[src/rtl/ps2_pkg.sv]
// Shared definitions for the PS/2 keyboard receiver.
//   state_t            : frame-level receive state
//   DATA_BITS          : data bits per PS/2 frame
//   TIMEOUT_CYCLES_DEF : default inter-edge timeout, in clk cycles
//   TIMEOUT_W          : counter width able to hold TIMEOUT_CYCLES_DEF
package ps2_pkg;

    typedef enum logic [1:0] {
        IDLE   = 2'd0,
        DATA   = 2'd1,
        PARITY = 2'd2,
        STOP   = 2'd3
    } state_t;

    localparam int DATA_BITS          = 8;
    localparam int TIMEOUT_CYCLES_DEF = 2000;
    localparam int TIMEOUT_W          = $clog2(TIMEOUT_CYCLES_DEF + 1);

endpackage

[src/rtl/ps2_sync_filter.sv]
// Conditions the raw PS/2 clock pin: a 2-FF synchroniser followed by a
// consistency filter. The filtered level only follows the synchronised input
// after FILTER_LEN consecutive samples that differ from it, so shorter pulses
// are ignored. A one-cycle pulse is produced when the filtered level falls.
//   clk  : system clock
//   rst  : asynchronous active-high reset (pipeline reset to idle-high)
//   din  : raw asynchronous input
//   fall : one-cycle pulse on a filtered 1->0 transition
module ps2_sync_filter #(
    parameter int FILTER_LEN = 4
) (
    input  logic clk,
    input  logic rst,
    input  logic din,
    output logic fall
);

    localparam int CW = (FILTER_LEN > 1) ? $clog2(FILTER_LEN) : 1;

    logic          meta_q, meta_d;
    logic          sync_q, sync_d;
    logic          filt_q, filt_d;
    logic          fall_q, fall_d;
    logic [CW-1:0] cnt_q,  cnt_d;

    always_comb begin
        meta_d = din;
        sync_d = meta_q;
        filt_d = filt_q;
        cnt_d  = '0;
        fall_d = 1'b0;
        // cnt_q counts consecutive samples disagreeing with the filtered
        // level; any agreeing sample restarts the count.
        if (sync_q != filt_q) begin
            if (cnt_q == CW'(FILTER_LEN - 1)) begin
                filt_d = sync_q;
                fall_d = ~sync_q;
            end else begin
                cnt_d = cnt_q + 1'b1;
            end
        end
    end

    always_ff @(posedge clk or posedge rst) begin
        if (rst) begin
            meta_q <= 1'b1;
            sync_q <= 1'b1;
            filt_q <= 1'b1;
            fall_q <= 1'b0;
            cnt_q  <= '0;
        end else begin
            meta_q <= meta_d;
            sync_q <= sync_d;
            filt_q <= filt_d;
            fall_q <= fall_d;
            cnt_q  <= cnt_d;
        end
    end

    assign fall = fall_q;

endmodule

[src/rtl/ps2_kbd_rx.sv]
// PS/2 keyboard receiver feeding a VIA port. Deserialises 11-bit frames
// (start, 8 data LSB first, odd parity, stop) clocked by the keyboard and
// holds each good scancode on data_out with data_valid raised until the CPU
// acknowledges it. Receive-only: the PS/2 pins are never driven.
//   clk, rst   : system clock, asynchronous active-high reset
//   ps2_clk    : raw PS/2 clock pin (asynchronous)
//   ps2_data   : raw PS/2 data pin (asynchronous)
//   data_out   : last accepted scancode (VIA pa)
//   data_valid : byte pending (VIA CA1)
//   data_ack   : one-cycle pulse, byte consumed
//   err_clr    : one-cycle pulse, clears sticky error flags
//   parity_err : sticky parity mismatch
//   frame_err  : sticky bad start, bad stop or timeout
//   overrun    : sticky good byte dropped while data_valid was high
module ps2_kbd_rx
    import ps2_pkg::*;
#(
    parameter int FILTER_LEN     = 4,
    parameter int TIMEOUT_CYCLES = TIMEOUT_CYCLES_DEF
) (
    input  logic       clk,
    input  logic       rst,
    input  logic       ps2_clk,
    input  logic       ps2_data,
    output logic [7:0] data_out,
    output logic       data_valid,
    input  logic       data_ack,
    input  logic       err_clr,
    output logic       parity_err,
    output logic       frame_err,
    output logic       overrun
);

    localparam int TO_W = $clog2(TIMEOUT_CYCLES + 1);
    localparam int BC_W = $clog2(DATA_BITS);

    logic fall;

    ps2_sync_filter #(
        .FILTER_LEN(FILTER_LEN)
    ) u_clk_filter (
        .clk (clk),
        .rst (rst),
        .din (ps2_clk),
        .fall(fall)
    );

    logic                 dmeta_q, dmeta_d;
    logic                 dsync_q, dsync_d;
    state_t               state_q, state_d;
    logic [BC_W-1:0]      bit_cnt_q, bit_cnt_d;
    logic [TO_W-1:0]      to_cnt_q, to_cnt_d;
    logic [DATA_BITS-1:0] sr_q, sr_d;
    logic                 par_q, par_d;
    logic [7:0]           data_out_q, data_out_d;
    logic                 data_valid_q, data_valid_d;
    logic                 parity_err_q, parity_err_d;
    logic                 frame_err_q, frame_err_d;
    logic                 overrun_q, overrun_d;
    logic                 fe_set, pe_set, ov_set, good;

    always_comb begin
        dmeta_d      = ps2_data;
        dsync_d      = dmeta_q;
        state_d      = state_q;
        bit_cnt_d    = bit_cnt_q;
        to_cnt_d     = '0;
        sr_d         = sr_q;
        par_d        = par_q;
        data_out_d   = data_out_q;
        data_valid_d = data_valid_q;
        fe_set       = 1'b0;
        pe_set       = 1'b0;
        ov_set       = 1'b0;
        good         = 1'b0;

        if (state_q != IDLE) begin
            to_cnt_d = fall ? '0 : to_cnt_q + 1'b1;
        end

        // A stalled frame is abandoned before any further edge is considered.
        if (state_q != IDLE && to_cnt_q == TO_W'(TIMEOUT_CYCLES)) begin
            state_d   = IDLE;
            bit_cnt_d = '0;
            sr_d      = '0;
            to_cnt_d  = '0;
            fe_set    = 1'b1;
        end else if (fall) begin
            case (state_q)
                IDLE: begin
                    if (!dsync_q) begin
                        state_d   = DATA;
                        bit_cnt_d = '0;
                        sr_d      = '0;
                    end else begin
                        fe_set = 1'b1;
                    end
                end
                DATA: begin
                    sr_d[bit_cnt_q] = dsync_q;
                    if (bit_cnt_q == BC_W'(DATA_BITS - 1)) begin
                        state_d   = PARITY;
                        bit_cnt_d = '0;
                    end else begin
                        bit_cnt_d = bit_cnt_q + 1'b1;
                    end
                end
                PARITY: begin
                    par_d   = dsync_q;
                    state_d = STOP;
                end
                STOP: begin
                    state_d = IDLE;
                    if (!dsync_q) begin
                        fe_set = 1'b1;
                    end else if ((^sr_q ^ par_q) != 1'b1) begin
                        pe_set = 1'b1;
                    end else begin
                        good = 1'b1;
                    end
                end
                default: state_d = IDLE;
            endcase
        end

        // An ack coinciding with delivery frees the slot for the new byte.
        if (good) begin
            if (!data_valid_q || data_ack) begin
                data_out_d   = sr_q;
                data_valid_d = 1'b1;
            end else begin
                ov_set = 1'b1;
            end
        end else if (data_ack) begin
            data_valid_d = 1'b0;
        end

        // Sticky flags: a new error in the clear cycle survives the clear.
        parity_err_d = (parity_err_q & ~err_clr) | pe_set;
        frame_err_d  = (frame_err_q  & ~err_clr) | fe_set;
        overrun_d    = (overrun_q    & ~err_clr) | ov_set;
    end

    always_ff @(posedge clk or posedge rst) begin
        if (rst) begin
            dmeta_q      <= 1'b1;
            dsync_q      <= 1'b1;
            state_q      <= IDLE;
            bit_cnt_q    <= '0;
            to_cnt_q     <= '0;
            sr_q         <= '0;
            par_q        <= 1'b0;
            data_out_q   <= 8'h00;
            data_valid_q <= 1'b0;
            parity_err_q <= 1'b0;
            frame_err_q  <= 1'b0;
            overrun_q    <= 1'b0;
        end else begin
            dmeta_q      <= dmeta_d;
            dsync_q      <= dsync_d;
            state_q      <= state_d;
            bit_cnt_q    <= bit_cnt_d;
            to_cnt_q     <= to_cnt_d;
            sr_q         <= sr_d;
            par_q        <= par_d;
            data_out_q   <= data_out_d;
            data_valid_q <= data_valid_d;
            parity_err_q <= parity_err_d;
            frame_err_q  <= frame_err_d;
            overrun_q    <= overrun_d;
        end
    end

    assign data_out   = data_out_q;
    assign data_valid = data_valid_q;
    assign parity_err = parity_err_q;
    assign frame_err  = frame_err_q;
    assign overrun    = overrun_q;

endmodule

[config.mk]
export PLATFORM = sky130hd
export DESIGN_NAME = ps2_kbd_rx
export DESIGN_NICKNAME = d
export VERILOG_FILES = /design/src/rtl/ps2_pkg.sv /design/src/rtl/ps2_sync_filter.sv /design/src/rtl/ps2_kbd_rx.sv
export SDC_FILE = /design/constraint.sdc
export NUM_CORES = 1
export LEC_CHECK = 0
export CAP_MARGIN = 0
export CELL_PAD_IN_SITES_DETAIL_PLACEMENT = 1
export CELL_PAD_IN_SITES_GLOBAL_PLACEMENT = 1
export CORE_ASPECT_RATIO = 0.6
export CORE_MARGIN = 5
export CORE_UTILIZATION = 40
export CTS_CLUSTER_DIAMETER = 50
export DETAILED_ROUTE_END_ITERATION = 16
export GPL_TIMING_DRIVEN = 0
export PLACE_DENSITY = 0.67
export SYNTH_ARGS = -nofsm -noshare
export SYNTH_HDL_FRONTEND = slang
export SYNTH_SLANG_ARGS = --single-unit
[constraint.sdc]
create_clock -name clk -period 2.6 [get_ports clk]
set_input_delay 0.52 -clock clk [delete_from_list [all_inputs] [get_ports clk]]
set_output_delay 0.52 -clock clk [all_outputs]
set_load 0.005 [all_outputs]
==> summary.md <==
| Metric | Value |
|---|---|
| Setup_tns | 0 ns |
| Achievable Freq | 435 MHz |
| Total chip power | 1.61 mW |
| CTS tree | done |
| Buffer depth of the longest clock path | 2 |
| Switching Fraction | 29.7% |
| Status | complete, no violations |
| Hold wc startpoint | u_clk_filter.meta_q |
| Die area | 7160 um2 |
| Worst Hold Slack | 0.359 ns |
| Htree depth | 2 |
| Int Pwr | 1.13 mW |
| Final Hold Vio Count | 0 |
| Die height | 67.6 um |
| Detailed Place HPWL | 3780 um |
| Cts bufs inserted | 5 |
| Setup Viol. Count Final | 0 |
| Max-Cap Viols | 0 |
| Worst skew pair latency | 0.30 ns |
| Seq pwr share | 49.8% |
| Placer Congestion | 0.776 |
| Gr usage total | 16.2% |
| Main combinational cell family by area after synthesis | simple AND/OR/NAND/NOR gates |
| Initial antenna violation count | 0 |
| Post-synth EDFFs | 0 |
| Non-Filler Instances | 295 |
| Clk pin slew, worst setup/hold paths | 0.09 ns |
| Max_slew headroom | 36.5% |
| CP arrival | 2.47 ns |
| Crit Reg-Reg Startpoint | state_q[0] |
| Synth warnings | 0 |
| Top_reg_cell synth | dfrtp_1 |
| Syn Nets | 217 |
| Worst slew pin tran | 0.952 ns |
| First-pass GRT wire length | 8980 um |
| Cell Chain, Critical Path | inv_1 > ha_1 > or4b_4 > nor3_4 > buf_4 > buf_6 > a21oi_1 > o21ai_0 > o31ai_1 |
| Clk sinks | 45 |
| Total wire length | 5050 um |
| P&R area growth vs syn | 16.7% |
| Fin. max-slew vios | 0 |
| Setup crit start kind | flip-flop |
| TritonRoute pass-1 iters | 4 |
| Tcrit/Tclk final | 88.5% |
| Clock skew | 0.00887 ns |
| Share of layout cells above drive strength 1 | 16.6% |
| Period minus WS final | 2.30 ns |
| Drt drc | 0 |
| Sequential area share after synthesis | 51.3% |
| Worst Reg-to-Reg Cells | 9 |
| Global route overflow | 0 |
| Pwr dens | 625 nW/um2 |
| Setup crit start | state_q[0] |
| Dpl cells | 285 |
| Synth async-reset ratio | 100% |
| Critical Path End | sr_q[0] |
| Worst min-delay path class | reg2reg |
| Clk pwr share | 29.5% |
| Slowest cell on crit path | or4b_4 |
| Compound-cell area share of the yosys netlist | 11.7% |
| Worst r2r dst | sr_q[0] |
| Ant. Diodes | 0 |
| Slowest cell delay on critical path | 0.58 ns |
| Required @ worst endpoint | 2.77 ns |
| Final core occ | 49.5% |
| Fillers | 580 |
| Number of global-route vias before repair | 1,731 |
| Port bufs | 17 |
| CP Capture Type | flip-flop |
| Register-to-register setup slack | 0.30 ns |
| Adder-cell area share of the yosys netlist | 5.10% |
| ANT nets after route | 0 |
| Gate Count Post-Synth | 202 |
| Row count | 20 |
| Xor and xnor fraction of the mapped netlist area | 7.76% |
| Synthesis-stage register bit count | 45 |
| Max VDD drop | 0.341 mV |
| Largest net degree at the start of global routing | 46 |
| Hold Crit Depth | 0 |
| Combinational power share | 20.7% |
| Total number of vias | 1,607 |
| Distinct cells, synth | 40 |
| Root Driver | clkbuf_8 |
| Core area | 5200 um2 |
| Die width | 106 um |
| WL/cell | 17.1 um |
| RSZ-0062 raised after global routing | no |
| Nets@finish | 243 |
| Synthesized area | 2210 um2 |
| Starting density of the core | 42.4% |
| Mux cell area share after synthesis | 5.10% |
| DR vias/cell | 5.45 |
| WS Path Type | reg2reg |
| Simple-Gate Fraction of Synth Area | 15.2% |
| Psw | 0.478 mW |
| Leakage | 1.13 nW |
| Ports | 18 |
| Worst Path Max Fanout | 10 |
| Mapped Avg Cell Area | 10.9 um2 |
| DR iter-0 viols | 75 |
-- synthesized netlist by cell type (2+ instances only) --
cell / n / area, um2
nand4b_1: 2 / 17.5
o31ai_1: 4 / 30.0
nor3_1: 2 / 10.0
dfrtp_1: 40 / 1000
dfstp_2: 5 / 131
xnor2_1: 9 / 78.8
nor3_4: 2 / 32.5
or3_2: 3 / 22.5
a21oi_1: 8 / 40.0
nand2_1: 10 / 37.5
clkbuf_1: 6 / 22.5
nand3_1: 6 / 30.0
inv_1: 12 / 45.0
xor2_1: 6 / 52.6
mux2_2: 10 / 113
ha_1: 9 / 113
and3_1: 2 / 12.5
nand2b_1: 4 / 25.0
nand4_1: 2 / 12.5
o21ai_0: 22 / 110
nor2_1: 15 / 56.3
nand3b_1: 3 / 22.5
a32o_1: 2 / 20.0
a22o_1: 2 / 17.5
-- layout make-up --
type | count | area [um2] | share of cell area (%)
Sequential cell | 45 | 1130 | 43.9
Multi-Input combinational cell | 137 | 990 | 38.4
Buffer | 8 | 41.3 | 1.60
Clock inverter | 1 | 5.00 | 0.194
Clock buffer | 7 | 96.3 | 3.74
Inverter | 12 | 45.0 | 1.75
Timing Repair Buffer | 19 | 185 | 7.18
Tap cell | 66 | 82.6 | 3.20
-- cells by family (layout without fill, tap and decap cells) --
kind of cell / Yosys count / count (layout)
AND/OR/NAND/NOR: 58 / 58
buffers and inverters: 20 / 47
AO/OA/AOI/OAI: 43 / 43
XOR/XNOR: 17 / 17
multiplexers: 10 / 10
flip-flops: 45 / 45
adder cells (fa/ha/maj): 9 / 9
-- routing by layer --
| metal | part of all wire (%) | global-route usage [%] | routed length, um |
|---|---|---|---|
| met3 | 4.3 | 4.01 | 217 |
| met5 | 0 | 0 | 0 |
| met1 | 53 | 23.9 | 2700 |
| met2 | 42 | 24.0 | 2100 |
| met4 | 0.65 | 4.04 | 33 |
-- critical path: cells and delay by family, from the launching register on --
family / cells / cell delay (ns)
compound gates: 3 / 0.32
flops: 1 / 0.41
fa+ha+maj: 1 / 0.29
buf+inv: 3 / 0.37
simple gates: 2 / 0.77
-- worst min path at each step --
| stage | to | slack [ns] |
|---|---|---|
| after floorplan | dsync_q | 0.35 |
| after global placement | dsync_q | 0.35 |
| after detailed placement | u_clk_filter.sync_q | 0.35 |
| after global routing | u_clk_filter.sync_q | 0.37 |
| final | u_clk_filter.sync_q | 0.36 |
| after CTS | u_clk_filter.sync_q | 0.36 |
-- metrics by stage --
step	worst slack [ns]	area [um2]
floorplan	0.527	2210
global placement	0.200	2460
CTS	0.155	2560
global route	0.138	2580
detailed placement	0.182	2460
finish	0.299	2580
-- state kept, by name (all words and copies together) (netlist names), 2 cells and up --
register / cells
state_q: 2
to_cnt_q: 11
sr_q: 8
data_out: 8
bit_cnt_q: 3
u_clk_filter.cnt_q: 2
-- cell usage in the layout (no fill, tap or decap), types with 7 or more instances in the layout --
cell and n:
o21ai_0 22, clkbuf_8 7, nand2_1 10, nor2_1 15
a21oi_1 8, mux2_2 10, ha_1 9, dfrtp_1 40
clkdlybuf4s50_1 17, xnor2_1 9, inv_1 11
-- what timing repair did --
item	CTS	global route
endpoints found under the setup margin	0	1
setup buffers	0	2
resized for setup	0	0
hold buffers	0	0
-- power by group through the flow --
stage | Clock, mW | Combinational (mW) | Sequential, mW
finish | 0.476 | 0.334 | 0.802
global route | 0.518 | 0.383 | 0.809
CTS | 0.487 | 0.338 | 0.803
detailed placement | 0 | 0.337 | 0.815
global placement | 0 | 0.316 | 0.808
floorplan | 0 | 0.249 | 0.801
Note: power is estimated with default switching activity, not from simulation.
